[config.mk]
export PLATFORM = sky130hd
export DESIGN_NAME = kyber_core_arbiter
export DESIGN_NICKNAME = d
export VERILOG_FILES = /design/src/rtl/kyber_pkg.sv /design/src/rtl/rr_pick.sv /design/src/rtl/kyber_core_arbiter.sv
export SDC_FILE = /design/constraint.sdc
export NUM_CORES = 1
export LEC_CHECK = 0
export CAP_MARGIN = 20
export CORE_MARGIN = 8
export CORE_UTILIZATION = 48
export CTS_CLUSTER_SIZE = 12
export DETAILED_ROUTE_END_ITERATION = 7
export GPL_TIMING_DRIVEN = 0
export PLACE_DENSITY = 0.84
export SYNTH_ARGS = -nofsm -noshare
export SYNTH_HDL_FRONTEND = slang
export SYNTH_HIERARCHICAL = 1
export SYNTH_SLANG_ARGS = --single-unit
[constraint.sdc]
create_clock -name clk -period 4.2 [get_ports clk]
set_input_delay 0.84 -clock clk [delete_from_list [all_inputs] [get_ports clk]]
set_output_delay 0.84 -clock clk [all_outputs]
set_load 0.005 [all_outputs]
[src/rtl/kyber_pkg.sv]
// Shared definitions for the Kyber core arbiter.
// Holds the mode encodings, the arbiter state type and the mode legality check.
package kyber_pkg;

  localparam logic [1:0] MODE_KEYGEN = 2'd0;
  localparam logic [1:0] MODE_ENCAPS = 2'd1;
  localparam logic [1:0] MODE_DECAPS = 2'd2;

  typedef enum logic [1:0] {
    ST_IDLE  = 2'd0,
    ST_ISSUE = 2'd1,
    ST_WAIT  = 2'd2,
    ST_RESP  = 2'd3
  } arb_state_t;

  function automatic logic is_legal_mode(input logic [1:0] mode);
    return (mode == MODE_KEYGEN) || (mode == MODE_ENCAPS) || (mode == MODE_DECAPS);
  endfunction

endpackage

[src/rtl/rr_pick.sv]
// Combinational round-robin first-one finder.
// Returns the first set bit of req at or above rr_ptr, wrapping past N_REQ-1.
module rr_pick #(
  parameter int N_REQ = 4
) (
  input  logic [N_REQ-1:0]         req,
  input  logic [$clog2(N_REQ)-1:0] rr_ptr,
  output logic                     valid,
  output logic [$clog2(N_REQ)-1:0] idx
);

  localparam int IW = $clog2(N_REQ);

  logic [IW-1:0]    cand_idx [N_REQ];
  logic [N_REQ-1:0] hit;

  // Candidate gi is the requester gi positions after rr_ptr, modulo N_REQ.
  genvar gi;
  for (gi = 0; gi < N_REQ; gi++) begin : g_cand
    logic [IW:0] sum;
    assign sum          = {1'b0, rr_ptr} + (IW+1)'(gi);
    assign cand_idx[gi] = (sum >= (IW+1)'(N_REQ)) ? IW'(sum - (IW+1)'(N_REQ)) : sum[IW-1:0];
    assign hit[gi]      = req[cand_idx[gi]];
  end

  always_comb begin
    valid = 1'b0;
    idx   = '0;
    for (int k = N_REQ - 1; k >= 0; k--) begin
      if (hit[k]) begin
        valid = 1'b1;
        idx   = cand_idx[k];
      end
    end
  end

endmodule

[src/rtl/kyber_core_arbiter.sv]
// Round-robin arbiter/sequencer sharing one Kyber core among N_REQ requesters.
// Optional watchdog on the core completion enabled by defining KYBER_ARB_TIMEOUT_EN.
module kyber_core_arbiter
  import kyber_pkg::*;
#(
  parameter int N_REQ          = 4,
  parameter int TIMEOUT_CYCLES = 100000
) (
  input  logic                     clk,
  input  logic                     rst,
  input  logic [N_REQ-1:0]         req,
  input  logic [2*N_REQ-1:0]       req_mode,
  output logic [N_REQ-1:0]         grant,
  output logic [$clog2(N_REQ)-1:0] grant_idx,
  output logic [N_REQ-1:0]         done,
  output logic [N_REQ-1:0]         err,
  output logic                     core_start,
  output logic [1:0]               core_mode,
  input  logic                     core_finish,
  output logic                     busy
);

  localparam int IW = $clog2(N_REQ);

  arb_state_t       state_reg, state_next;
  logic [IW-1:0]    rr_ptr_reg, rr_ptr_next;
  logic [IW-1:0]    grant_idx_reg, grant_idx_next;
  logic [N_REQ-1:0] grant_reg, grant_next;
  logic [N_REQ-1:0] done_reg, done_next;
  logic [N_REQ-1:0] err_reg, err_next;
  logic [1:0]       core_mode_reg, core_mode_next;
  logic             pick_valid;
  logic [IW-1:0]    pick_idx;
  logic [1:0]       mode_arr [N_REQ];

  genvar gi;
  for (gi = 0; gi < N_REQ; gi++) begin : g_mode
    assign mode_arr[gi] = req_mode[2*gi +: 2];
  end

  rr_pick #(.N_REQ(N_REQ)) u_pick (
    .req    (req),
    .rr_ptr (rr_ptr_reg),
    .valid  (pick_valid),
    .idx    (pick_idx)
  );

  function automatic logic [IW-1:0] wrap_inc(input logic [IW-1:0] v);
    return (v == IW'(N_REQ - 1)) ? '0 : v + IW'(1);
  endfunction

`ifdef KYBER_ARB_TIMEOUT_EN
  logic [31:0] timer_reg, timer_next;
  logic        timer_expired;
  assign timer_expired = (timer_reg == 32'(TIMEOUT_CYCLES - 1));
`endif

  always_comb begin
    state_next     = state_reg;
    rr_ptr_next    = rr_ptr_reg;
    grant_idx_next = grant_idx_reg;
    grant_next     = grant_reg;
    core_mode_next = core_mode_reg;
    done_next      = '0;
    err_next       = '0;
`ifdef KYBER_ARB_TIMEOUT_EN
    timer_next     = timer_reg;
`endif
    case (state_reg)
      ST_IDLE: begin
        if (pick_valid) begin
          if (is_legal_mode(mode_arr[pick_idx])) begin
            grant_next     = N_REQ'(1) << pick_idx;
            grant_idx_next = pick_idx;
            core_mode_next = mode_arr[pick_idx];
            state_next     = ST_ISSUE;
          end else begin
            // Reject without touching grant_idx so the data muxes stay put.
            err_next    = N_REQ'(1) << pick_idx;
            rr_ptr_next = wrap_inc(pick_idx);
          end
        end
      end
      ST_ISSUE: begin
        state_next = ST_WAIT;
`ifdef KYBER_ARB_TIMEOUT_EN
        timer_next = '0;
`endif
      end
      ST_WAIT: begin
        if (core_finish) begin
          done_next  = N_REQ'(1) << grant_idx_reg;
          grant_next = '0;
          state_next = ST_RESP;
        end
`ifdef KYBER_ARB_TIMEOUT_EN
        else if (timer_expired) begin
          err_next    = N_REQ'(1) << grant_idx_reg;
          grant_next  = '0;
          rr_ptr_next = wrap_inc(grant_idx_reg);
          state_next  = ST_IDLE;
        end else begin
          timer_next = timer_reg + 32'd1;
        end
`endif
      end
      ST_RESP: begin
        rr_ptr_next = wrap_inc(grant_idx_reg);
        state_next  = ST_IDLE;
      end
      default: state_next = ST_IDLE;
    endcase
  end

  always_ff @(posedge clk) begin
    if (rst) begin
      state_reg     <= ST_IDLE;
      rr_ptr_reg    <= '0;
      grant_idx_reg <= '0;
      grant_reg     <= '0;
      done_reg      <= '0;
      err_reg       <= '0;
      core_mode_reg <= MODE_KEYGEN;
`ifdef KYBER_ARB_TIMEOUT_EN
      timer_reg     <= '0;
`endif
    end else begin
      state_reg     <= state_next;
      rr_ptr_reg    <= rr_ptr_next;
      grant_idx_reg <= grant_idx_next;
      grant_reg     <= grant_next;
      done_reg      <= done_next;
      err_reg       <= err_next;
      core_mode_reg <= core_mode_next;
`ifdef KYBER_ARB_TIMEOUT_EN
      timer_reg     <= timer_next;
`endif
    end
  end

  assign grant      = grant_reg;
  assign grant_idx  = grant_idx_reg;
  assign done       = done_reg;
  assign err        = err_reg;
  assign core_mode  = core_mode_reg;
  assign core_start = (state_reg == ST_ISSUE);
  assign busy       = (state_reg != ST_IDLE);

endmodule
### After elaboration in Yosys (flattened, before gate mapping)

Index checks and enable logic that the tools add are counted.

* flip-flop bits (word level): 20
* bits in latches: 0
* memory bits (writable): 0
* bits in read-only memories: 0
* bits of input ports: 15
* word-level logic and storage cells: 92
* memories kept: 0

* $add $sub $neg: 9
* multiply operators: 0
* divide/modulo/power cells: 0
* $lt $le $gt $ge: 9
* eq/ne operators: 11
* shift-type cells: 2
* multiplexer cells: 36
* bitwise operators: 5
* reduce and logical (&&, ||, !) cells: 13

Operators by type and width (number)
* 2-to-1 mux 2 bit: 17
* greater-or-equal comparator 3 bit, second input constant: 4
* less-than comparator 2 x 3 -> 1 bit, second input constant: 4
* 2-to-1 mux 4 bit: 3
* == test 2 bit, second input constant: 5
* AND reduction 3 bit: 3
* binary-select mux 1 bit (select 2 bit): 4
* 2-to-1 mux 1 bit: 8
* != test 2 bit, second input constant: 4
* case mux 2 bit (4 select lines): 1
* case mux 4 bit (2 select lines): 1
* << shifter 1 x 2 -> 4 bit, first input constant: 2
* subtractor 2 x 1 -> 2 bit, second input constant: 4
* adder 2 x 2 -> 3 bit, second input constant: 2
* nonzero test 2 bit: 3
* adder 2 x 1 -> 2 bit, second input constant: 2
* binary-select mux 2 bit (select 2 bit): 1
* == test 2 x 1 -> 1 bit, second input constant: 2
* zero test 2 bit: 2
* inverter 1 bit: 4
* case mux 2 bit (2 select lines): 1
* AND reduction 4 bit: 1
* OR reduction 4 bit: 1
* adder 2 x 1 -> 3 bit, second input constant: 1
* other kinds (4): 5

### Depth between registers and ports, before layout

* depth in word-level cells: 19
* depth in mapped cells: 8
* gate-level depth less buffers: 8

### Hierarchy

Netlist, hierarchy kept.

Modules (own cells, without submodules)
* kyber_core_arbiter: times used 1, cells an instance 89, area an instance 935.9 sq um, seq. area each 400.4 sq um
* rr_pick: times used 1, cells an instance 13, area an instance 77.6 sq um, seq. area each 0.0 sq um

### Worst setup path before layout

Ideal clock, no wire load.

* path type: input-to-reg
* start point: input port req[3]
* end point: register state_reg[0]
* library setup time: 0.116 ns
* arrival time: 2.629 ns
* slack: 1.455 ns
* stages: 6
* path buffers: 0
* cells stage by stage: mux2i_1 a211oi_2 mux4_2 a21bo_1 a211o_1 o211a_1

* longest elaborated chain between the ends: 15
* elaborated cells between the ends (all ways): 28
* classes of those cells: 4 x eq/ne; 19 x mux; 1 x bitwise; 4 x reduce/logical

Ends and longest elaborated chain
* from (decl): RTL line kyber_core_arbiter.sv:11 `input logic [N_REQ-1:0] req,`
* binary-select mux 1 bit (select 2 bit): RTL line rr_pick.sv:23 `assign hit[gi] = req[cand_idx[gi]];`
* 2-to-1 mux 1 bit (not written as such): RTL line rr_pick.sv:23
* 2-to-1 mux 2 bit (3 in series): RTL line rr_pick.sv:30 `if (hit[k]) begin`
* 2-to-1 mux 2 bit *: RTL line rr_pick.sv:30
* net pick_idx[0]: RTL line kyber_core_arbiter.sv:33 `logic [IW-1:0] pick_idx;`
* inverter 2 -> 3 bit (not written as such) *: RTL line kyber_core_arbiter.sv:72 `if (is_legal_mode(mode_arr[pick_idx])) begin`
* binary-select mux 2 bit (select 2 bit) *: RTL line kyber_core_arbiter.sv:72
* 2-to-1 mux 2 bit (not written as such) * (2 in series): RTL line kyber_core_arbiter.sv:72
* == test 2 x 1 -> 1 bit or zero test 2 bit (tied branches): RTL line kyber_pkg.sv:17 `return (mode == MODE_KEYGEN) || (mode == MODE_ENCAPS) || (mode == MODE_DECAPS);`
* logical OR 1 bit: RTL line kyber_pkg.sv:17
* logical OR 1 bit *: RTL line kyber_pkg.sv:17
* != test 2 bit (no source line) *
* AND reduction 3 bit (no source line) *
* to (signal assigned): RTL line kyber_core_arbiter.sv:128 `state_reg <= state_next;`
* to (decl): RTL line kyber_core_arbiter.sv:25 `arb_state_t state_reg, state_next;`

The timed path passes the listed nets; every way through them passes the cells marked *. The select of a mux whose other input is x is not followed.
A chain may end at the register's enable or synchronous reset.

### Final worst setup path

* start point: input port req[3]
* end point: register grant_reg[1] (netlist: grant[1])

* longest elaborated chain between the ends: 15
* elaborated cells between the ends (all ways): 32
* classes of those cells: 4 x eq/ne; 1 x shift; 22 x mux; 1 x bitwise; 4 x reduce/logical

Ends and longest elaborated chain
* binary-select mux 1 bit (select 2 bit): RTL line rr_pick.sv:23
* 2-to-1 mux 1 bit (not written as such): RTL line rr_pick.sv:23
* 2-to-1 mux 2 bit (3 in series): RTL line rr_pick.sv:30
* 2-to-1 mux 2 bit *: RTL line rr_pick.sv:30
* net pick_idx[0]: RTL line kyber_core_arbiter.sv:33
* inverter 2 -> 3 bit (not written as such): RTL line kyber_core_arbiter.sv:72
* binary-select mux 2 bit (select 2 bit): RTL line kyber_core_arbiter.sv:72
* 2-to-1 mux 2 bit (not written as such) (2 in series): RTL line kyber_core_arbiter.sv:72
* == test 2 x 1 -> 1 bit or zero test 2 bit (tied branches): RTL line kyber_pkg.sv:17
* logical OR 1 bit (2 in series): RTL line kyber_pkg.sv:17
* != test 2 bit (no source line)
* AND reduction 4 bit (no source line)
* to (signal assigned): RTL line kyber_core_arbiter.sv:131 `grant_reg <= grant_next;`
* to (decl): RTL line kyber_core_arbiter.sv:28 `logic [N_REQ-1:0] grant_reg, grant_next;`

Marks and branches as above.

==> impl_metrics.toml <==
[power]
p_per_area_mw_per_mm2 = 531
p_leak_nw = 0.592
max-vdd-ir-drop_mv = 0.450
power.total_w = 0.000755

[global_routing]
antenna_found_initial = 0
grt_pass1_wl_um = 3620
gr-usage-all-layers_pct = 12.6
grt_max_degree = 13
grt_pass1_vias = 858
grt_overflow = 0

[timing]
fin_crit_ns = 3.26
holdWs_ns = 0.480
worstMarginPinSlew_ns = 0.612
setup_viol = 0
fin_crit_sh_pct = 77.7
skew_ns = 0.00110
fmax_mhz = 306
slew_headroom_pct = 59.1
finalHoldViolCount = 0
slew_violations = 0
layout_setup_ws_ns = 0.936
rsz0062_at_grt = "false"
setup_tns_ns = 0

[floorplan]
rows = 16
die-area_mm2 = 0.00384
die_w_um = 62.0
num_io_pins = 33
initial_core_util_pct = 51.1
dieHeight_um = 62.0
core_area_mm2 = 0.00198

[setup_path]
reg2reg_from = "rr_ptr_reg[1]$_SDFFE_PP0P_"
r2r-end = "grant[1]$_SDFFE_PP0P_"
startpoint_type = "primary input"
arrival_ns = 3.46
critPathLaunch = "req[3]"
worstRegToRegCells = 7
crit_required_ns = 4.40
cp_max_fo = 7
crit_type = "in2reg"
setup.worst_path.end_class = "register"
rrSetupSlack_ns = 1.49
crit_end = "grant[1]$_SDFFE_PP0P_"

[logic_synthesis]
syn_area_mm2 = 0.00101
syn-num-nets = 127
yosysWarnings = 6
synth_top_cell_by_area = "dfxtp_1"
ys_seq_area_share_pct = 39.5
ys_seq_elements = 20
netlist.area_leader.share_pct = 39.5
syn_area_per_cell_um2 = 9.94
synth_area_leaders = "dfxtp_1, ha_1, mux2i_1"
syn_inst = 102
synth_cell_types = 26
ys.flop_type = "dfxtp_1"
synth_edf_count = 0
postSynth.asyncResetShare_pct = 0

[clock_tree]
cts.clk_slew.worst_paths_ns = 0.11
clk_latency_ns = 0.29
ctsResizeCount = 0
cts.htree.levels = 1
cts.sinks = 20
ctsRootBufferMaster = "clkbuf_4"
cts_tree = "yes"
cts_setup_buffers = 0
cts_hold_buf = 0
cts_inserted_buffers = 3
clockBufferDepth = 2

[flow_run]
cap_violations = 0

[drt]
first_pass_iters = 5
vias = 869
wl_per_cell_um = 13.6
first_iter_violations = 10
viasPerCell = 5.27
ant_nets = 0
drc = 0
wl_um = 2240

[place]
numPortBuffers = 32
place_area_mm2 = 0.00137
gp_congestion = 0.768
dp_worst_setup_slack_ns = 0.725
place_hpwl_um = 1800

[layout]
final_common_cell = "clkdlybuf4s50_1"
multi_input_area_um2 = 583
syn2layout_area_growth_pct = 40.1
nNetsFinal = 164
insertedDiodeCount = 0
drive_above_1_share_pct = 8.70
final_area_mm2 = 0.00142
fill_cells = 164
layout_common_cells = "clkdlybuf4s50_1, dfxtp_1, nor2_1, ha_1, nand2_1"
ff_latch_area_um2 = 400

[run_status]
status = "completed"

[hold_path]
min_path_cells = 1
hold_path.class = "reg2reg"
-- cell type report --
type,instances,area share (%)
repair buffers,32,22.6
clock inverters,1,2.11
plain buffers,1,0.529
flip-flops and latches,20,28.2
clock buffers,3,1.59
well taps,27,2.38
inverters,6,1.59
multi-input cells,75,41.1
-- critical path, cell delays in order --
cell and delay [ns]:
clkdlybuf4s50_1 0.52, mux2i_1 0.10, a211oi_2 0.57, mux4_2 0.69
a211oi_1 0.35, nor3_1 0.16, a32o_1 0.23
-- cells in the mapped netlist, types with 2 or more instances --
| cell | instances |
|---|---|
| inv_1 | 6 |
| mux2i_1 | 7 |
| nand2b_1 | 2 |
| and2_1 | 5 |
| a211oi_1 | 2 |
| a21oi_1 | 3 |
| a32o_1 | 4 |
| mux4_2 | 2 |
| a31o_2 | 2 |
| dfxtp_1 | 20 |
| nor2_1 | 15 |
| ha_1 | 10 |
| nand2_1 | 8 |
| nor3_1 | 4 |
-- report_power, final --
part	total [W]	internal, W	leakage [nW]	switching [W]
combinational	0.000341	0.000177	0.401	0.000164
clock	0.000153	0.0000964	0.0279	0.0000563
sequential	0.000261	0.000228	0.163	0.0000331
total	0.000755	0.000502	0.592	0.000253
-- layer usage --
layer | track usage, % | vias to the layer above | wire length [um] | part of all wire [%]
met2 | 22.7 | 36 | 1110 | 50
met4 | 4.87 | 0 | 25 | 1.1
met1 | 13.2 | 394 | 894 | 40
li1 | - | 435 | - | -
met3 | 4.12 | 4 | 204 | 9.1
met5 | 0 | - | 0 | 0
-- cell families after synthesis --
kind of cell / synth area share [%]
flip-flops: 39.5
AND/OR/NAND/NOR: 17.9
buffers and inverters: 2.96
multiplexers: 11.4
adder cells (fa/ha/maj): 12.3
AO/OA/AOI/OAI: 15.9
-- how the worst min path moves through the flow --
stage / startpoint / to / slack, ns
2_1_floorplan: grant[0]$_SDFFE_PP0P_ / grant[0]$_SDFFE_PP0P_ / 0.47
3_3_place_gp: grant[3]$_SDFFE_PP0P_ / grant[3]$_SDFFE_PP0P_ / 0.45
3_5_place_dp: grant[3]$_SDFFE_PP0P_ / grant[3]$_SDFFE_PP0P_ / 0.46
4_1_cts: grant[3]$_SDFFE_PP0P_ / grant[3]$_SDFFE_PP0P_ / 0.49
5_1_grt: grant[3]$_SDFFE_PP0P_ / grant[3]$_SDFFE_PP0P_ / 0.50
6_report: grant[3]$_SDFFE_PP0P_ / grant[3]$_SDFFE_PP0P_ / 0.48
-- metrics by stage --
stage	utilization [%]	cells
floorplan	-	102
global placement	69.0	161
detailed placement	69.0	161
CTS	71.7	165
global route	71.7	165
finish	71.7	165
(Power assumes the default switching activity.)
